## config.mk

```make
export PLATFORM = sky130hd
export DESIGN_NAME = rx_frame_commit_ctrl
export DESIGN_NICKNAME = d
export VERILOG_FILES = /design/src/rtl/mac_if_pkg.sv /design/src/rtl/sat_counter.sv /design/src/rtl/rx_frame_commit_ctrl.sv
export SDC_FILE = /design/constraint.sdc
export NUM_CORES = 1
export LEC_CHECK = 0
export BUFFER_PORTS_ARGS = -buffer_cell sky130_fd_sc_hd__buf_2
export CORE_MARGIN = 8
export CORE_UTILIZATION = 59
export DETAILED_ROUTE_END_ITERATION = 10
export PLACE_DENSITY_LB_ADDON = 0.25
export SLEW_MARGIN = 15
export SYNTH_ARGS = -nofsm -noshare
export SYNTH_HDL_FRONTEND = slang
export SYNTH_HIERARCHICAL = 1
export SYNTH_SLANG_ARGS = --single-unit
```

## constraint.sdc

```tcl
create_clock -name clk -period 6.2 [get_ports clk]
set_input_delay 0.62 -clock clk [delete_from_list [all_inputs] [get_ports clk]]
set_output_delay 0.62 -clock clk [all_outputs]
set_load 0.01 [all_outputs]
```

## src/rtl/mac_if_pkg.sv

```systemverilog
// Shared types for the RX store-and-forward path: commit controller states,
// the frame descriptor record and a saturating-increment helper.
package mac_if_pkg;

  localparam int DESC_FIELD_W = 16;
  localparam int CNT_W        = 16;

  typedef enum logic [1:0] {
    ST_IDLE,
    ST_RECV,
    ST_VERDICT,
    ST_DROP
  } rx_commit_state_t;

  // Fields are sized for the widest supported buffer; the top slices them down.
  typedef struct packed {
    logic [DESC_FIELD_W-1:0] start;
    logic [DESC_FIELD_W-1:0] len;
  } rx_desc_t;

  function automatic logic [CNT_W-1:0] sat_inc(input logic [CNT_W-1:0] value);
    return (&value) ? value : value + 1'b1;
  endfunction

endpackage

```

## src/rtl/sat_counter.sv

```systemverilog
// 16-bit event counter that sticks at all-ones instead of wrapping.
module sat_counter
  import mac_if_pkg::*;
(
  input  logic             clk,
  input  logic             rst,
  input  logic             inc,
  output logic [CNT_W-1:0] count
);

  logic [CNT_W-1:0] count_reg;

  always_ff @(posedge clk or negedge rst) begin
    if (!rst) begin
      count_reg <= '0;
    end else if (inc) begin
      count_reg <= sat_inc(count_reg);
    end
  end

  assign count = count_reg;

endmodule

```

## src/rtl/rx_frame_commit_ctrl.sv

```systemverilog
// Writes received frames into the RX byte ring speculatively and only exposes
// them to the consumer (pointer + descriptor) once the CRC verdict window closes clean.
module rx_frame_commit_ctrl
  import mac_if_pkg::*;
#(
  parameter int ADDR_W       = 11,
  parameter int LEN_W        = 11,
  parameter int MAX_LEN      = 1518,
  parameter int VERDICT_WAIT = 4
) (
  input  logic              clk,
  input  logic              rst,
  input  logic              rx_valid_i,
  input  logic [7:0]        rx_data_i,
  input  logic              rx_sof_i,
  input  logic              rx_eof_i,
  input  logic              invalid_frame_i,
  input  logic [ADDR_W:0]   rd_ptr_i,
  output logic              buf_we_o,
  output logic [ADDR_W-1:0] buf_waddr_o,
  output logic [7:0]        buf_wdata_o,
  output logic              desc_valid_o,
  input  logic              desc_ready_i,
  output logic [ADDR_W-1:0] desc_start_o,
  output logic [LEN_W-1:0]  desc_len_o,
  output logic [15:0]       drop_crc_cnt_o,
  output logic [15:0]       drop_ovf_cnt_o
);

  localparam int PTR_W   = ADDR_W + 1;
  localparam int DEPTH   = 1 << ADDR_W;
  localparam int TIMER_W = $clog2(VERDICT_WAIT + 1);

  rx_commit_state_t state_reg, state_next;
  logic [PTR_W-1:0]   wr_ptr_reg, wr_ptr_next;
  logic [PTR_W-1:0]   commit_ptr_reg, commit_ptr_next;
  logic [ADDR_W-1:0]  start_reg, start_next;
  logic [LEN_W-1:0]   len_reg, len_next;
  logic [TIMER_W-1:0] timer_reg, timer_next;
  logic               buf_we_reg, buf_we_next;
  logic [ADDR_W-1:0]  buf_waddr_reg, buf_waddr_next;
  logic [7:0]         buf_wdata_reg, buf_wdata_next;
  rx_desc_t           desc_reg;
  logic               desc_valid_reg;

  logic               commit;
  logic               crc_inc;
  logic               ovf_inc;
  logic               start_frame;
  logic               slot_busy;
  logic [PTR_W-1:0]   base_ptr;
  logic               unused_desc;

  // Free bytes as seen from a write pointer; 0 means the ring is full.
  function automatic logic [PTR_W-1:0] free_of(input logic [PTR_W-1:0] ptr,
                                               input logic [PTR_W-1:0] rd);
    logic [PTR_W-1:0] used;
    used = ptr - rd;
    return PTR_W'(DEPTH) - used;
  endfunction

  always_comb begin
    state_next      = state_reg;
    wr_ptr_next     = wr_ptr_reg;
    commit_ptr_next = commit_ptr_reg;
    start_next      = start_reg;
    len_next        = len_reg;
    timer_next      = timer_reg;
    buf_we_next     = 1'b0;
    buf_waddr_next  = buf_waddr_reg;
    buf_wdata_next  = buf_wdata_reg;
    commit          = 1'b0;
    crc_inc         = 1'b0;
    ovf_inc         = 1'b0;
    start_frame     = 1'b0;
    base_ptr        = commit_ptr_reg;
    slot_busy       = desc_valid_reg & ~desc_ready_i;

    case (state_reg)
      ST_IDLE: begin
        start_frame = rx_valid_i & rx_sof_i;
      end

      ST_RECV: begin
        if (rx_valid_i && rx_sof_i) begin
          // A second SOF aborts the frame in flight; the new frame restarts below.
          ovf_inc     = 1'b1;
          start_frame = 1'b1;
        end else if (rx_valid_i) begin
          if (free_of(wr_ptr_reg, rd_ptr_i) == '0 || len_reg == LEN_W'(MAX_LEN)) begin
            wr_ptr_next = commit_ptr_reg;
            ovf_inc     = 1'b1;
            state_next  = rx_eof_i ? ST_IDLE : ST_DROP;
          end else begin
            buf_we_next    = 1'b1;
            buf_waddr_next = wr_ptr_reg[ADDR_W-1:0];
            buf_wdata_next = rx_data_i;
            wr_ptr_next    = wr_ptr_reg + 1'b1;
            len_next       = len_reg + 1'b1;
            if (rx_eof_i) begin
              if (invalid_frame_i) begin
                wr_ptr_next = commit_ptr_reg;
                crc_inc     = 1'b1;
                state_next  = ST_IDLE;
              end else begin
                timer_next = '0;
                state_next = ST_VERDICT;
              end
            end
          end
        end
      end

      ST_VERDICT: begin
        if (timer_reg == TIMER_W'(VERDICT_WAIT) ||
            (rx_valid_i && rx_sof_i && !invalid_frame_i)) begin
          commit          = 1'b1;
          commit_ptr_next = wr_ptr_reg;
          base_ptr        = wr_ptr_reg;
          slot_busy       = 1'b1;
          state_next      = ST_IDLE;
        end else if (invalid_frame_i) begin
          wr_ptr_next = commit_ptr_reg;
          crc_inc     = 1'b1;
          state_next  = ST_IDLE;
        end else begin
          timer_next = timer_reg + 1'b1;
        end
        start_frame = rx_valid_i & rx_sof_i;
      end

      ST_DROP: begin
        if (rx_valid_i && rx_eof_i) begin
          state_next = ST_IDLE;
        end
      end

      default: begin
        state_next = ST_IDLE;
      end
    endcase

    // First byte of a frame, built on whatever pointer the current cycle resolved to.
    if (start_frame) begin
      if (!slot_busy && free_of(base_ptr, rd_ptr_i) != '0) begin
        buf_we_next    = 1'b1;
        buf_waddr_next = base_ptr[ADDR_W-1:0];
        buf_wdata_next = rx_data_i;
        wr_ptr_next    = base_ptr + 1'b1;
        start_next     = base_ptr[ADDR_W-1:0];
        len_next       = LEN_W'(1);
        timer_next     = '0;
        state_next     = rx_eof_i ? ST_VERDICT : ST_RECV;
      end else begin
        ovf_inc     = 1'b1;
        wr_ptr_next = base_ptr;
        state_next  = rx_eof_i ? ST_IDLE : ST_DROP;
      end
    end
  end

  always_ff @(posedge clk or negedge rst) begin
    if (!rst) begin
      state_reg      <= ST_IDLE;
      wr_ptr_reg     <= '0;
      commit_ptr_reg <= '0;
      start_reg      <= '0;
      len_reg        <= '0;
      timer_reg      <= '0;
      buf_we_reg     <= 1'b0;
      buf_waddr_reg  <= '0;
      buf_wdata_reg  <= '0;
    end else begin
      state_reg      <= state_next;
      wr_ptr_reg     <= wr_ptr_next;
      commit_ptr_reg <= commit_ptr_next;
      start_reg      <= start_next;
      len_reg        <= len_next;
      timer_reg      <= timer_next;
      buf_we_reg     <= buf_we_next;
      buf_waddr_reg  <= buf_waddr_next;
      buf_wdata_reg  <= buf_wdata_next;
    end
  end

  // One-entry descriptor slot; a load only happens when the slot is known empty.
  always_ff @(posedge clk or negedge rst) begin
    if (!rst) begin
      desc_reg       <= '0;
      desc_valid_reg <= 1'b0;
    end else if (commit) begin
      desc_reg.start <= DESC_FIELD_W'(start_reg);
      desc_reg.len   <= DESC_FIELD_W'(len_reg);
      desc_valid_reg <= 1'b1;
    end else if (desc_valid_reg && desc_ready_i) begin
      desc_valid_reg <= 1'b0;
    end
  end

  sat_counter u_crc_cnt (
    .clk   (clk),
    .rst   (rst),
    .inc   (crc_inc),
    .count (drop_crc_cnt_o)
  );

  sat_counter u_ovf_cnt (
    .clk   (clk),
    .rst   (rst),
    .inc   (ovf_inc),
    .count (drop_ovf_cnt_o)
  );

  assign unused_desc  = ^desc_reg;
  assign buf_we_o     = buf_we_reg;
  assign buf_waddr_o  = buf_waddr_reg;
  assign buf_wdata_o  = buf_wdata_reg;
  assign desc_valid_o = desc_valid_reg;
  assign desc_start_o = desc_reg.start[ADDR_W-1:0];
  assign desc_len_o   = desc_reg.len[LEN_W-1:0];

endmodule

```

==> reports/metrics.csv, run 1 <==
metric,value,unit
outcome,"finished, final reports clean",
Setup TNS,0,ps
Critical Path Slowest Stage Cell,or4_4,
Worst Skew,9.49,ps
startpoint types,flop,
largest net degree at the start of global routing,80,
Root Driver,clkbuf_16,
Fillers,1008,
Max clock buf depth,2,
"Setup Fix Bufs, Post-CTS",0,
area delta synth->final,16.5,%
Mapped Area,8050,sq um
GRT Total Usage,24.1,%
CTS sink count,126,
fraction of layout cells with a size suffix above 1,22.0,%
syn_area_per_cell,9.62,sq um
Routed WL per cell,18.6,microns
worst setup slack after layout,638,ps
routed via count,6902,
first-pass iteration count of the detailed router,5,
Die W,133,microns
final setup fails,0,
Slew @ Worst Pin,1010,ps
Required @ worst endpoint,6540,ps
"Hold Violations, Final",0,
Synthesis Warnings,6,
Crit path top cell by count,inv_1,
"most common cell after layout, fill and taps aside",dfrtp_1,
vias in the first global route,6800,
placed cell count,1104,
total of max-cap violations,0,
H-tree levels,4,
IO Port Bufs,101,
post-synthesis sequential area ratio,39.2,%
Critical Path End Type,flop,
FP Rows,42,
"EDFF count, synth",0,
clk_lat worst skew,410,ps
Die H,133,microns
ant diodes,0,
critical path arrival,5900,ps
"Slew Viols, Final",0,
"commonest cells after routing, fill and taps aside","dfrtp_1 (126), buf_2 (100), nor2_1 (73)",
crit-path cells,inv_1 -> ha_1 -> and2_1 -> o21ai_4 -> buf_4 -> a21oi_1 -> buf_4 -> inv_1 -> xnor2_1 -> inv_1 -> fa_1 -> nor2b_1 -> o21a_1 -> o21ai_0 -> a221oi_1 -> and4_1 -> a21o_1 -> a32o_1 -> nand3_1 -> or4_4 -> and4bb_1 -> xor2_1,
Detailed Route Iter0 Violations,545,
Ports,102,
clk slew on worst S/H paths,60,ps
post-CTS resize count,0,
Syn Nets,913,
async set-reset flop share out of synthesis,100,%
count of cell types in the netlist,80,
cell leakage power,4.56,nW
drt total wl,21.1,mm
crit-path max cell delay,550,ps
Post-synth top flop,dfrtp_1,
Pwr Density,454,nW/um^2
CTS tree,done,
"Max FO, Critical Path",13,
initial antenna violation count,0,
routed vias/inst,6.08,
Final Net Count,1023,
Num CTS Buffers,17,
Final Non-Filler Cells,1135,
first-pass GRT wire length,34.8,mm
DRC,0,
final worst path period need,5560,ps
GRT overflow,0,
Seq. cell area,3150,sq um
crit share post-route,89.7,%
Peak Freq,180,MHz
slew margin rel.,32.4,%
Post-CTS Hold Buffers,0,
Initial Util,60.5,%
die area,17600,sq um
RSZ-0062 raised after global routing,no,
post-synthesis register bit count,126,
worst setup path category,reg2reg,
Mapped Cells,837,
Place WS,643,ps
Util after Layout,70.5,%
Hold WC Path Type,in2async,
Core Region,13300,sq um
RePlAce Congestion,0.892,
remaining antenna violation count,0,
footprint of the multi-input gates,4580,sq um
Detail Placement HPWL,15.1,mm
VDD IR max,0.000319,V
==> cells in the mapped netlist (25+ instances only) <==
| cell type | instances | area share (%) |
|---|---|---|
| dfrtp_1 | 126 | 39 |
| nor2_1 | 73 | 3.4 |
| inv_1 | 50 | 2.3 |
| ha_1 | 47 | 7.3 |
| o21ai_0 | 46 | 2.9 |
| nand2_1 | 44 | 2.1 |
| a21oi_1 | 43 | 2.7 |
| nand3_1 | 38 | 2.4 |
| mux2_2 | 33 | 4.6 |
| xor2_1 | 33 | 3.6 |
| nor3_1 | 31 | 1.9 |
| mux2i_1 | 25 | 3.1 |
==> cell type report <==
class	instances	share of cell area [%]
clock buffers	18	4.68
inverters	50	2.00
well taps	176	2.35
flip-flops and latches	126	33.6
clock inverters	13	1.51
repair buffers	121	7.02
multi-input cells	631	48.8
==> metrics by stage <==
stage          instance area [sq um]  power, mW  hold WS, ps
6_report                        9380       4.25          379
5_1_grt                         9380       4.54          441
4_1_cts                         9380       4.24          414
3_5_place_dp                    8800       3.24          476
3_3_place_gp                    8800       3.22          463
2_1_floorplan                   8050       2.64          324
==> power by group <==
part           internal [mW]  total [mW]  switching (mW)
registers               1.06        1.25           0.191
clock network          0.601       0.979           0.378
logic                  0.823        2.03            1.20
total                   2.48        4.25            1.77
==> worst paths after layout <==
kind | slack (ps) | from | cells past startpoint | end
max in group asynchronous | 4600 | rst | 2 | len_reg[0]
min | 380 | rst | 1 | timer_reg[1]
max | 640 | timer_reg[0] | 22 | u_ovf_cnt/count[15]
min in group clk | 440 | rx_data_i[0] | 2 | buf_wdata_o[0]
min reg2reg | 500 | buf_wdata_o[5] | 1 | buf_wdata_o[5]
max reg2reg | 640 | timer_reg[0] | 22 | u_ovf_cnt/count[15]
==> worst max-delay path: cells and delay by family, from the launching register on <==
kind                       cells  cell delay [ps]
adders and majority gates      2              660
and+or+nand+nor                6             1680
xor gates and xnor gates       2              310
DFF                            1              450
AOI/OAI and AO/OA              7             1600
buffers and inverters          5              770
==> cells by family (layout without fill, tap and decap cells) <==
kind of cell / count (synthesis) / in the layout / synth area share (%)
xor+xnor: 58 / 58 / 6.58
flops: 126 / 126 / 39.2
buf+inv: 80 / 202 / 4.09
fa+ha+maj: 49 / 49 / 7.80
simple gates: 288 / 288 / 19.9
compound gates: 175 / 175 / 14.2
mux: 61 / 61 / 8.32
==> layer usage <==
layer / track usage [%] / share of wire, % / vias to the layer above
met5: 0 / 0 / -
met4: 9.97 / 2.4 / 0
met3: 5.19 / 6.7 / 47
met1: 30.7 / 43 / 3337
met2: 39.0 / 47 / 257
li1: - / - / 3261
No activity file was read; power rests on OpenSTA's default activity.
==> run 2, diff against run 1 <==
--- a/config.mk
+++ b/config.mk
@@ -7,11 +7,11 @@
 export LEC_CHECK = 0
 export BUFFER_PORTS_ARGS = -buffer_cell sky130_fd_sc_hd__buf_2
 export CORE_MARGIN = 8
-export CORE_UTILIZATION = 59
+export CORE_UTILIZATION = 63
+export CTS_BUF_LIST = sky130_fd_sc_hd__clkbuf_4 sky130_fd_sc_hd__clkbuf_8 sky130_fd_sc_hd__clkbuf_16
 export DETAILED_ROUTE_END_ITERATION = 10
 export PLACE_DENSITY_LB_ADDON = 0.25
 export SLEW_MARGIN = 15
 export SYNTH_ARGS = -nofsm -noshare
 export SYNTH_HDL_FRONTEND = slang
-export SYNTH_HIERARCHICAL = 1
 export SYNTH_SLANG_ARGS = --single-unit
==> constraint.sdc (replaced) <==
create_clock -name clk -period 6.7 [get_ports clk]
set_input_delay 0.67 -clock clk [delete_from_list [all_inputs] [get_ports clk]]
set_output_delay 0.67 -clock clk [all_outputs]
set_load 0.01 [all_outputs]
==> reports/metrics.csv, run 2 <==
metric,value,unit,change
syn_area_per_cell,9.82,sq um,+2.2%
most numerous cell in the Yosys netlist,dfrtp_1,,
H-tree levels,4,,unchanged
Required @ worst endpoint,7010,ps,+470 ps
crit share post-route,88.2,%,-1.5 points
Num CTS Buffers,17,,unchanged
"Max FO, Critical Path",21,,+8
async set-reset flop share out of synthesis,100,%,unchanged
Hold WC Path Type,in2async,,
Area contributors post-synth,"dfrtp_1 (41%), ha_1 (7.6%), xnor2_1 (5.7%), mux2i_1 (4.6%), mux2_2 (4.5%)",,
Detailed Route Iter0 Violations,696,,+28%
initial antenna violation count,0,,unchanged
Slew @ Worst Pin,1030,ps,+15.0 ps
startpoint types,flop,,
area delta synth->final,16.5,%,about the same
Final Hold Slack,247,ps,-131 ps
Final Non-Filler Cells,1059,,-6.7%
"commonest cells after routing, fill and taps aside","dfrtp_1 (126), buf_2 (100), nor2_1 (56), nand2_1 (56), xnor2_1 (51)",,
Reg-to-Reg End,u_ovf_cnt.count[1],,
worst setup path category,reg2reg,,
ant diodes,0,,unchanged
Setup TNS,0,ps,unchanged
CTS tree,done,,
GRT overflow,0,,unchanged
FP Rows,40,,-4.8%
Core Region,12000,sq um,-9.7%
Final Net Count,975,,-4.7%
routed via count,6786,,-1.7%
Detail Placement HPWL,15.4,mm,+2.2%
Max clock buf depth,2,,unchanged
Initial Util,64.8,%,+4.2 points
post-synthesis sequential area ratio,40.5,%,+1.3 points
Pwr Density,363,nW/um^2,-20%
fraction of layout cells with a size suffix above 1,22.0,%,+0.037 points
slew margin rel.,31.0,%,-1.4 points
Critical Path End Type,flop,,
count of cell types in the netlist,75,,-6.3%
routed vias/inst,6.41,,+5.4%
"most common cell after layout, fill and taps aside",dfrtp_1,,
Worst Skew,10.4,ps,+0.913 ps
"Hold Violations, Final",0,,unchanged
Ports,102,,unchanged
clk slew on worst S/H paths,60,ps,about the same
Synthesis Warnings,0,,-6
Post-synth top cells,"dfrtp_1 (126), nand2_1 (56), nor2_1 (56), xnor2_1 (51), inv_1 (50)",,
Die W,127,microns,-4.3%
Reg2Reg Depth,19,,-14%
RePlAce Congestion,0.950,,+6.4%
Routed WL per cell,20.3,microns,+9.5%
Mapped Area,7780,sq um,-3.3%
Peak Freq,169,MHz,-5.9%
cell leakage power,4.45,nW,-2.3%
Syn Nets,868,,-4.9%
"EDFF count, synth",0,,unchanged
die area,16200,sq um,-8.3%
final setup fails,0,,unchanged
total of max-cap violations,0,,unchanged
DRC,0,,unchanged
Post-synth top flop,dfrtp_1,,
remaining antenna violation count,0,,unchanged
Root Driver,clkbuf_16,,
clk_lat worst skew,430,ps,+20 ps
dominant cell type by area after synthesis,dfrtp_1,,
R2R Setup Slk,790,ps,+150 ps
final worst path period need,5910,ps,+346 ps
first-pass iteration count of the detailed router,5,,unchanged
vias in the first global route,6977,,+2.6%
largest net degree at the start of global routing,83,,+3.8%
IO Port Bufs,101,,unchanged
"Setup Fix Bufs, Post-CTS",0,,unchanged
worst reg2reg startpoint,timer_reg[0],,
Post-CTS Hold Buffers,0,,unchanged
drt total wl,21.5,mm,+2.2%
post-CTS resize count,0,,unchanged
VDD IR max,0.000262,V,-18%
placed cell count,1027,,-7.0%
outcome,"finished, final reports clean",,
post-synth top area share,40.5,%,+1.3 points
first-pass GRT wire length,35.1,mm,+0.81%
GRT Total Usage,27.0,%,+2.9 points
post-synthesis register bit count,126,,unchanged
CTS sink count,126,,unchanged
Die H,127,microns,-4.3%
critical path arrival,6220,ps,+320 ps
RSZ-0062 raised after global routing,no,,
"Slew Viols, Final",0,,unchanged
Mapped Cells,792,,-5.4%
run 2: worst max-delay path: stages (launching register included):
cell       delay, ps
dfrtp_1          420
inv_1             60
ha_1             210
and2_1           160
o21ai_4          650
mux2i_1          520
inv_1            220
ha_1             230
inv_1             60
ha_1             180
inv_1             60
fa_1             380
nand2b_1         160
a21oi_1          290
mux2i_1          230
o2111ai_1        160
or4b_4           590
o21ai_4          290
a32o_2           520
mux2_2           380
run 2: final cells by class:
cell class	instances	area [sq um]
inverter	50	188
clock inverter	15	168
clock buffer	17	425
multi-input combinational	591	4350
fill	881	2950
timing repair buffer	113	598
tap	147	184
sequential	126	3150
run 2: stage by stage:
stage | utilization, % | total power, mW | area, sq um | worst slack, ps
2_1_floorplan | - | 1.92 | 7780 | 2030
3_3_place_gp | 70.5 | 2.27 | 8470 | 981
3_5_place_dp | 70.5 | 2.33 | 8470 | 823
4_1_cts | 75.4 | 3.27 | 9060 | 893
5_1_grt | 75.4 | 3.46 | 9060 | 450
6_report | 75.4 | 3.29 | 9060 | 792
run 2: worst max-delay path by stage:
stage	from	endpoint	slack, ps	cells after the start
5_1_grt	timer_reg[0]	wr_ptr_reg[8]	450	20
6_report	timer_reg[0]	u_ovf_cnt.count[1]	790	19
4_1_cts	timer_reg[0]	u_ovf_cnt.count[1]	890	19
2_1_floorplan	rx_valid_i	u_ovf_cnt.count[12]	2030	17
3_3_place_gp	invalid_frame_i	u_ovf_cnt.count[1]	980	18
3_5_place_dp	invalid_frame_i	u_ovf_cnt.count[1]	820	18
run 2: routing by layer:
metal  global-route usage, %  up-vias  part of all wire (%)
li1                        -     3089                     -
met4                    11.5        0                   3.5
met3                    6.03       78                   6.0
met5                       0        -                     0
met1                    31.1     3326                    39
met2                    47.6      293                    51
run 2: cells by family after synthesis:
| logic type | Yosys count | share of synthesized area (%) |
|---|---|---|
| compound gates | 158 | 14.4 |
| simple gates | 251 | 16.6 |
| buf+inv | 75 | 3.84 |
| flops | 126 | 40.5 |
| xor+xnor | 65 | 7.32 |
| mux | 68 | 9.26 |
| fa+ha+maj | 49 | 8.07 |
run 2: report_power, final:
group / internal [mW] / total (mW) / leakage, nW / switching, mW
Combinational: 0.504 / 1.27 / 2.51 / 0.762
Sequential: 0.941 / 1.10 / 1.66 / 0.157
Clock: 0.530 / 0.927 / 0.286 / 0.397
